### src/rtl/multiport_packer3.sv
// multiport_packer3
// Collects a serial ready/valid stream of signed partial sums into groups of
// PORTS words and presents each group in parallel, lane k holding the k-th
// word of the group. A flush request emits a partially filled group with the
// unwritten lanes zeroed. The output slot holds its group until downstream
// takes it, while gathering of the next group continues behind it.
module multiport_packer3 #(
    parameter int WIDTH = 19,
    parameter int PORTS = 3
) (
    input  logic                              clk,
    input  logic                              rst,
    input  logic                              in_iv,
    input  logic [WIDTH-1:0]                  in_id,
    output logic                              in_ir,
    input  logic                              flush_i,
    output logic                              port_ov,
    output logic [PORTS-1:0][WIDTH-1:0]       port_od,
    output logic [$clog2(PORTS+1)-1:0]        port_nv,
    input  logic                              port_ir
);

    localparam int IDXW = $clog2(PORTS);
    localparam int NVW  = $clog2(PORTS+1);

    typedef enum logic {
        SLOT_EMPTY = 1'b0,
        SLOT_FULL  = 1'b1
    } slot_e;

    slot_e                       slot_q, slot_d;
    logic [IDXW-1:0]             idx_q, idx_d;
    logic [PORTS-1:0][WIDTH-1:0] collect_q, collect_d;
    logic [PORTS-1:0][WIDTH-1:0] od_q, od_d;
    logic [NVW-1:0]              nv_q, nv_d;

    logic                        slotFree;
    logic                        lastLane;
    logic                        accept;
    logic                        groupFull;
    logic                        flushFire;
    logic [PORTS-1:0][WIDTH-1:0] merged;

    // Handshake decode: the last lane may only be filled when the output slot can take the group.
    always_comb begin
        slotFree  = (slot_q == SLOT_EMPTY) || port_ir;
        lastLane  = (idx_q == IDXW'(PORTS-1));
        in_ir     = !lastLane || slotFree;
        accept    = in_iv && in_ir;
        groupFull = accept && lastLane;
        flushFire = flush_i && slotFree && ((idx_q != '0) || accept);
    end

    // Collected lanes with this cycle's accepted word dropped into its lane.
    always_comb begin
        merged = collect_q;
        for (int k = 0; k < PORTS; k++) begin
            if (accept && (idx_q == IDXW'(k))) begin
                merged[k] = in_id;
            end
        end
    end

    // Next-state: emit a full or flushed group, otherwise gather and drain the slot.
    always_comb begin
        slot_d    = slot_q;
        idx_d     = idx_q;
        collect_d = collect_q;
        od_d      = od_q;
        nv_d      = nv_q;
        if (groupFull || flushFire) begin
            od_d      = merged;
            nv_d      = groupFull ? NVW'(PORTS) : (NVW'(idx_q) + NVW'(accept));
            slot_d    = SLOT_FULL;
            collect_d = '0;
            idx_d     = '0;
        end else begin
            if (accept) begin
                collect_d = merged;
                idx_d     = idx_q + IDXW'(1);
            end
            if ((slot_q == SLOT_FULL) && port_ir) begin
                slot_d = SLOT_EMPTY;
            end
        end
    end

    // State registers; reset discards any partial or pending group.
    always_ff @(posedge clk or posedge rst) begin
        if (rst) begin
            slot_q    <= SLOT_EMPTY;
            idx_q     <= '0;
            collect_q <= '0;
            od_q      <= '0;
            nv_q      <= '0;
        end else begin
            slot_q    <= slot_d;
            idx_q     <= idx_d;
            collect_q <= collect_d;
            od_q      <= od_d;
            nv_q      <= nv_d;
        end
    end

    assign port_ov = (slot_q == SLOT_FULL);
    assign port_od = od_q;
    assign port_nv = nv_q;

endmodule
### config.mk
export PLATFORM = sky130hd
export DESIGN_NAME = multiport_packer3
export DESIGN_NICKNAME = d
export VERILOG_FILES = /design/src/rtl/multiport_packer3.sv
export SDC_FILE = /design/constraint.sdc
export NUM_CORES = 1
export LEC_CHECK = 0
export CAP_MARGIN = 20
export CORE_UTILIZATION = 41
export CTS_CLUSTER_SIZE = 20
export DETAILED_ROUTE_END_ITERATION = 16
export PLACE_DENSITY = 0.76
export SLEW_MARGIN = 20
export SYNTH_ARGS = -nofsm -noshare
export SYNTH_HDL_FRONTEND = slang
export SYNTH_SLANG_ARGS = --single-unit
### constraint.sdc
create_clock -name clk -period 4.82 [get_ports clk]
set_input_delay 0.723 -clock clk [delete_from_list [all_inputs] [get_ports clk]]
set_output_delay 0.723 -clock clk [all_outputs]
set_load 0.02 [all_outputs]
=== Yosys cells after proc, flatten, opt, wreduce, memory -nomap -nowiden ===
Index checks and enable logic that the tools add are counted.

* Eq/ne operators: 2
* Reductions and logical operators: 16
* Add/sub/neg operators: 2
* Bitwise gates (word level): 1
* Muxes and demuxes: 10

{| class="wikitable"
|+ Operator list
! operator !! number
|-
| $mux 57 || 2
|-
| $mux 19 || 3
|-
| $logic_and 1x1->1 || 7
|-
| $mux 2 || 3
|-
| $reduce_bool 2->1 || 3
|-
| $logic_or 1x1->1 || 4
|-
| $add 2x1->2 || 1
|-
| $add 2x1->2 const B || 1
|-
| $eq 2x1->1 const B || 1
|-
| $eq 2x2->1 const B || 1
|-
| $logic_not 2->1 || 1
|-
| $mux 1 || 2
|-
| $logic_not 1->1 || 1
|-
| $not 1->1 || 1
|}

* Input port bits: 24
* Logic and storage cells: 40
* Output and inout bits: 61
* Register bits: 119

=== Depth between registers and ports, before layout ===
Gate-level depths: netlist (run 1).

* Depth after elaboration: 8
* Mapped depth: 8
* Mapped depth without buffers: 6

=== Worst setup path before layout (run 1) ===
OpenSTA, ideal clock, no wires.

* Path type: input-to-reg
* From: input port port_ir
* To: register od_q (netlist bit port_od[0])
* Stages: 6
* Buffers on the path: 2
* Slack: 3.025 ns
* Library setup time: 0.126 ns
* Data required time: 4.694 ns
* Arrival time: 1.669 ns
* Cell sequence: nand3b_4 -> and3_4 -> buf_12 -> buf_12 -> mux2i_1 -> a21oi_1

* Cells in the longest elaborated chain, start to end: 6

{| class="wikitable"
|+ Ends and longest elaborated chain
! element !! RTL line !! RTL
|-
| start, declared || 20 || <nowiki>input logic port_ir</nowiki>
|-
| $logic_or 1x1->1 * || 46 || <nowiki>slotFree = (slot_q == SLOT_EMPTY) || port_ir;</nowiki>
|-
| $logic_or 1x1->1 || 48 || <nowiki>in_ir = !lastLane || slotFree;</nowiki>
|-
| $logic_and 1x1->1 || 49 || <nowiki>accept = in_iv && in_ir;</nowiki>
|-
| $logic_or 1x1->1 || 51 || <nowiki>flushFire = flush_i && slotFree && ((idx_q != '0) || accept);</nowiki>
|-
| $logic_and 1x1->1 || 51 ||
|-
| $logic_or 1x1->1 || 71 || <nowiki>if (groupFull || flushFire) begin</nowiki>
|-
| end signal, assigned || 94 || <nowiki>od_q <= '0;</nowiki>
|-
| end signal, assigned || 100 || <nowiki>od_q <= od_d;</nowiki>
|-
| end, declared || 34 || <nowiki>logic [PORTS-1:0][WIDTH-1:0] od_q, od_d;</nowiki>
|}

Every way passes the cells marked *; elsewhere a longest branch is shown, timed or not.
A chain may end at the register's enable or synchronous reset.

=== Worst setup path in the final report (run 1) ===
* From: input port port_ir
* To: output port in_ir

* Cells in the longest elaborated chain, start to end: 2

{| class="wikitable"
|+ Ends and longest elaborated chain
! element !! RTL line !! RTL
|-
| $logic_or 1x1->1 || 46 ||
|-
| $logic_or 1x1->1 || 48 ||
|-
| end, declared || 15 || <nowiki>output logic in_ir,</nowiki>
|}

Every way passes these cells.

==> results of run 1 <==
[registers in the layout (all words and copies together) (netlist names)]
signal,count
port_nv,2
idx_q,2
collect_q,57
port_od,57
port_ov,1
[placed cells by master (no fill, tap or decap), types with 3 or more instances in the layout]
master	n
a21oi_1	58
ha_1	3
inv_1	3
clkbuf_1	4
clkbuf_16	17
clkdlybuf4s50_1	84
mux2i_1	57
nand3_1	3
bufinv_16	3
clkinv_2	4
dfrtp_1	119
nor2_1	114
[per-layer routing]
metal,routed length [µm],up-vias,share of wire [%],GRT usage (%)
met5,0,-,0,0
met1,4290,1534,45,22.5
met2,4910,67,51,28.7
li1,-,1503,-,-
met3,322,6,3.3,4.12
met4,109,0,1.1,7.53
[synthesized netlist by cell type]
master / n
buf_12: 4
o21ai_2: 1
o2111ai_1: 1
nand3_1: 3
dfrtp_1: 119
clkbuf_1: 2
a21oi_1: 58
nand3b_4: 1
nor2b_1: 1
buf_8: 1
and2b_1: 1
o22a_1: 2
ha_1: 3
nor2_1: 114
inv_1: 4
buf_4: 1
nand2b_1: 2
mux2i_1: 57
nand2_2: 1
a21oi_2: 1
xnor2_1: 2
nor2_8: 1
nand2_1: 2
buf_2: 16
and3_4: 2
[worst max-delay path, stage by stage]
cell	delay (ns)
clkdlybuf4s50_1	0.50
nand3b_4	0.17
clkdlybuf4s50_1	0.61
[logic make-up (layout without fill, tap and decap cells)]
kind of cell / after synthesis / count (layout) / share of synthesized area, %
xor gates and xnor gates: 2 / 2 / 0.374
adders and majority gates: 3 / 3 / 0.801
AOI/OAI and AO/OA: 63 / 63 / 7.13
muxes: 57 / 57 / 12.2
DFF: 119 / 119 / 63.5
buffers and inverters: 28 / 123 / 4.38
and+or+nand+nor: 128 / 128 / 11.6
[path summary, 6_finish.rpt]
| check | start | cells past startpoint | to | slack (ns) |
|---|---|---|---|---|
| max reg2reg | idx_q[0] | 7 | port_od[0] | 2.40 |
| min in group asynchronous | rst | 2 | port_od[7] | 0.80 |
| max in group asynchronous | rst | 3 | collect_q[27] | 3.20 |
| max | port_ir | 3 | in_ir | 2.09 |
| min | collect_q[2] | 2 | collect_q[2] | 0.51 |
| min reg2reg | collect_q[2] | 2 | collect_q[2] | 0.51 |
[area by class of cell]
type                    instances  area (µm²)
clock buffers                  22         454
clock inverters                 9         126
fillers                       952        4820
inverters                       4        17.5
multi-input cells             253        1510
flip-flops and latches        119        2980
well taps                     140         175
repair buffers                 88         896
[power breakdown]
part           switching [mW]  internal [mW]  total (mW)  leakage [nW]
clock network           0.418          0.821        1.24         0.284
logic                   0.976          0.777        1.75         0.947
registers               0.207           1.43        1.64          1.50
total                    1.60           3.03        4.63          2.73
==> metrics.txt, run 1 <==
status completed; Die Y 109 µm; Synth area leader dfrtp_1; Mapped Cells 400; Post-Syn Nets roughly 430; post-route insts no fill 635; Worst Hold Class flop to flop; Antenna Nets Post-Route 0; worst-skew pair later-pin latency 0.39 ns; endpoint class of the critical path output pin; total gr overflow 0; share of cells above drive strength 1 roughly 7.9%; PnR Total Power roughly 4.6 mW; clock root buffer master clkbuf_16; required time worst endpoint just over 4 ns; crit path DAT 2.01 ns; DR vias 3110; crit path max fanout 6; Ys Warns 0; nets@finish 510; CTS resizes 0; slew margin rel. 37.8%; post-DR wirelength/cell 15.2 µm; VDD IR max 347 µV; Ports 85; DRC Markers 0; Die Wd 109 µm; synth unique cells 25; mapped cell area between 4000 and 5000 µm²; IO buf count 84; Layout area overhead 31.4%; Vias/cell 4.90; CTS buffer count 17; RSZ-0062 raised after global routing no; Startpoint Class primary input; Initial Util 42.7%; # diodes 0; 1st-iter DRT viols 118; post-layout util 56.1%; die area 11900 µm²; count of placed standard cells including taps 604; initial antenna violation count 0; power per standard cell area between 700 and 800 nW/µm²; final WL around 9600 µm; period utilization 56.7%; pin slew with the least headroom to its limit 0.931 ns; pre-CTS setup slack 1.81 ns; clk sinks between 100 and 150; row count 38; Post-Place Cell Area 5580 µm²; vias in the first global route 3114; post-route minimum period ~2.7 ns; global-route wire length before repair 15700 µm; Hold WS 0.513 ns; total negative slack 0 ns; largest buffer count on any clock path 2; Syn Area/Cell 11.7 µm²; CORE AREA about 11000 µm²; Post-DP HPWL 6220 µm; 1st-pass router iterations 6; fin area 6160 µm²; Synth area leaders dfrtp_1, mux2i_1, nor2_1, a21oi_1, buf_12; TritonCTS clock tree yes; postcts setup bufs 0; Slew Limit Fails 0; largest net degree at the start of global routing a little over 90; total global-route track usage 17.6%; Clock Pin Slew Worst Setup and Hold Paths 0.05 ns; final setup vio count 0; achievable frequency 366 MHz; Final Skew 0.0123 ns; Seq/Total Area, Yosys between 60% and 70%; FF+latch count, synth 119; top cell type's share of synthesized area 63.5%; Leak 2.73 nW; max cap viols 0; worst setup path class primary input to output pin; H-tree Lvls 4; final hold vios 0; Post-CTS Hold Buffers 0; routability cong. 0.744; Final Worst Setup Slack 2.09 ns
(Power assumes the default switching activity.)
==> inputs of run 2 (changes only) <==
- PLACE_DENSITY: 0.76 -> 0.78
- clock period: 4.82 -> 2.5 ns (I/O delays scaled with it)
==> metrics.txt, run 2 (synthesis gave the netlist of run 1 again) <==
status completed; commonest non-fill, non-tap cell in the layout dfrtp_1; Final Skew 0.00854 ns; endpoint class of the critical path output pin; slew margin rel. 62.3%; Post-DP HPWL about 6400 µm; row count 38; Layout area overhead 33.8%; Antenna Nets Post-Route 0; Die Y roughly 110 µm; Ports 85; share of cells above drive strength 1 under 10%; post-route minimum period 2.31 ns; clk sinks 119; postcts setup bufs 0; worst setup path class flop to output pin; commonest non-fill, non-tap cells in the layout dfrtp_1, nor2_1, clkdlybuf4s50_1; Vias/cell 4.90; DR vias roughly 3100; final setup vio count 0; CORE AREA approximately 11000 µm²; nets@finish slightly above 500; final hold vios 0; # diodes 0; worst-skew pair later-pin latency just over 0.4 ns; DRC Markers 0; post-DR wirelength/cell 15.1 µm; pin slew with the least headroom to its limit 0.564 ns; RSZ-0062 raised after global routing no; H-tree Lvls 4; power per standard cell area 1450 nW/µm²; IO buf count 84; clock root buffer master clkbuf_16; TritonCTS clock tree yes; Initial Util 42.7%; period utilization between 90% and 100%; Die Wd 109 µm; crit path max fanout 6; Startpoint Class flop; 1st-pass router iterations 4; Final Worst Setup Slack 0.187 ns; total global-route track usage 17.7%; final WL 9670 µm; CTS resizes 0; crit path DAT a little under 2 ns; largest buffer count on any clock path 2; Leak 2.78 nW; Post-CTS Hold Buffers 0; routability cong. 0.694; Slew Limit Fails 0; Worst Hold Class primary input to async pin; required time worst endpoint 2.12 ns; post-layout util approximately 57%; die area approximately 12000 µm²; max cap viols 0; largest net degree at the start of global routing 52; VDD IR max 778 µV; CTS buffer count 17; 1st-iter DRT viols 183; global-route wire length before repair 15400 µm; pre-CTS setup slack 0.360 ns; total gr overflow 0; worst reg2reg setup slack roughly 0.55 ns; vias in the first global route 3054; total negative slack 0 ns; achievable frequency 432 MHz; Clock Pin Slew Worst Setup and Hold Paths 0.05 ns; initial antenna violation count 0
==> run 2: layout make-up <==
class	count	area, µm²
timing repair buffer	94	978
inverter	4	18.8
clock buffer	21	460
sequential	119	2980
tap	140	175
clock inverter	9	150
fill	952	4710
multi-input combinational	253	1510
==> run 2: path summary, 6_finish.rpt <==
| path | start | endpoint | cells after the start |
|---|---|---|---|
| max in group asynchronous | rst | port_od[19] | 3 |
| worst max-delay path | idx_q[0] | in_ir | 4 |
| worst max register to register | idx_q[0] | port_od[2] | 6 |
| worst min-delay path | rst | port_od[37] | 2 |
| worst min register to register | collect_q[45] | collect_q[45] | 2 |
| min in group clk | collect_q[45] | collect_q[45] | 2 |
==> run 2: report_power, final <==
| part | switching, mW | internal (mW) |
|---|---|---|
| clock network | 0.798 | 1.70 |
| registers | 0.412 | 2.77 |
| logic | 1.89 | 1.56 |
| total | 3.10 | 6.02 |
==> run 2: per-layer routing <==
metal  track usage [%]  vias to the layer above  routed length, µm
met3              6.10                        8                449
met4              6.56                        0                 91
met2              27.4                       71               4780
li1                  -                     1510                  -
met5                 0                        -                  0
met1              22.9                     1544               4350
==> run 2: critical path: stages (launching register included) <==
cell and delay (ns):
dfrtp_1 0.40, inv_1 0.08, ha_1 0.28, nand3b_4 0.14, clkdlybuf4s50_1 0.63
==> run 2: stage by stage <==
step,area (µm²),std cells,power (mW),hold WS [ns]
finish,6270,640,9.13,0.377
global route,6270,640,9.67,0.405
CTS,6270,640,9.23,0.372
detailed placement,5660,610,6.67,0.501
global placement,5660,610,6.55,0.496
floorplan,4690,400,5.24,0.481
==> inputs of run 3 (changes only) <==
- CORE_ASPECT_RATIO: not set -> 0.9
- CORE_UTILIZATION: 41 -> 50
- PLACE_DENSITY: 0.78 -> 0.88
- clock period: 2.5 -> 2.4 ns (I/O delays scaled with it)
==> metrics.txt, run 3 (synthesis gave the netlist of run 1 again) <==
status finished with violations; violated checks design-rule violations; max cap viols 0; RSZ-0062 raised after global routing no; vias in the first global route 3313; Worst Hold Class primary input to async pin; # diodes 0; CTS buffer count 17; slowest CP cell dfrtp_1; Worst path top cell family by delay buffers and inverters; Hold WS 0.227 ns; Die Wd 104 µm; post-layout util 67.5%; PnR Total Power 9.36 mW; count of placed standard cells including taps 586; required time worst endpoint a little over 2 ns; worst reg2reg setup slack 0.39 ns; met1 Use GR 32.3%; 1st-iter DRT viols 207; endpoint class of the critical path output pin; final WL about 10000 µm; Reg2Reg Depth 6; worst setup path class flop to output pin; Startpoint Class flop; worst-skew pair later-pin latency 0.51 ns; met2 Usage GRT a little over a third; reg2reg end port_od[21]; crit path DAT 1.83 ns; initial antenna violation count 0; DR vias 3195; Clock Pin Slew Worst Setup and Hold Paths around 0.060 ns; Antenna Nets Post-Route 0; Leak 2.73 nW; total global-route track usage between 20% and 30%; total gr overflow 0; Post-Place Cell Area 5580 µm²; slew margin rel. 68.6%; max incr delay on CP 0.43 ns; clock root buffer master clkbuf_8; H-tree Lvls 4; Die Y 93.9 µm; largest net degree at the start of global routing 110; largest buffer count on any clock path 2; pin slew with the least headroom to its limit 0.469 ns; Slew Limit Fails 0; clk sinks 119; final hold vios 0; share of cells above drive strength 1 8.87%; post-route minimum period 2.19 ns; Initial Util between 50% and 60%; grt peak-use layer met2; VDD IR max 683 µV; TritonCTS clock tree yes; 1st-pass router iterations 10; achievable frequency ~460 MHz; Final Skew 0.0130 ns; Vias/cell between 5 and 6; DRC Markers 2; period utilization 91.1%; CORE AREA 9130 µm²; pre-CTS setup slack 0.293 ns; Post-CTS Hold Buffers 0; commonest non-fill, non-tap cell in the layout dfrtp_1; global routing usage on met3 approximately 5.5%; power per standard cell area 1520 nW/µm²; post-route insts no fill 618; Ports 85; Post-DP HPWL 6370 µm; Final Worst Setup Slack 0.215 ns; routability cong. slightly above 0.8; post-DR wirelength/cell 16.4 µm; nets@finish about 500; final setup vio count 0; die area 9770 µm²; crit path max fanout 6; fin area between 6000 and 7000 µm²; critical-path cell list inv_1 -> ha_1 -> nand3b_4 -> dlygate4sd2_1; commonest non-fill, non-tap cells in the layout dfrtp_1, nor2_1, clkdlybuf4s50_1; IO buf count 84; global-route wire length before repair 17000 µm; Layout area overhead 31.4%; worst r2r src idx_q[0]; Crit path buffers/inverters 2; row count 33; total negative slack 0 ns
[run 3: changes by cell type in the layout (fill, tap and decap cells not counted), moves of 2 or more]
cell and change:
bufinv_16 -2, inv_6 +6, clkbuf_1 -2, clkinv_4 +3, buf_4 -5, clkinv_2 -2
[run 3: timing repair]
action / CTS / global route
gates resized for setup: 1 / 0
buffers inserted: 0 / 0
endpoints found under the setup margin: 1 / 0
[run 3: worst max-delay path by stage]
| stage | from | to | slack, ns | cells past startpoint |
|---|---|---|---|---|
| after detailed placement | in_iv | port_od[51] | 0.29 | 5 |
| after global routing | idx_q[0] | in_ir | 0.16 | 4 |
| after floorplan | rst | collect_q[0] | 0.58 | 1 |
| after CTS | idx_q[0] | in_ir | 0.23 | 4 |
| final | idx_q[0] | in_ir | 0.21 | 4 |
| after global placement | in_iv | port_od[21] | 0.32 | 4 |
[run 3: cell type report]
type                       count  area [µm²]
sequential                   119        2980
fill                         647        2960
multi-input combinational    253        1510
timing repair buffer          88         920
clock buffer                  17         414
clock inverter                15         166
tap                          122         153
inverter                       4        18.8
[run 3: routing by layer]
metal,vias to the layer above,share of wire (%)
met5,-,0
met4,0,0.58
met3,6,4.8
met2,77,47
met1,1599,48
li1,1513,-
[run 3: power by group]
| part | internal (mW) | switching [mW] |
|---|---|---|
| logic | 1.57 | 2.03 |
| registers | 2.88 | 0.425 |
| clock network | 1.50 | 0.959 |
| total | 5.95 | 3.42 |
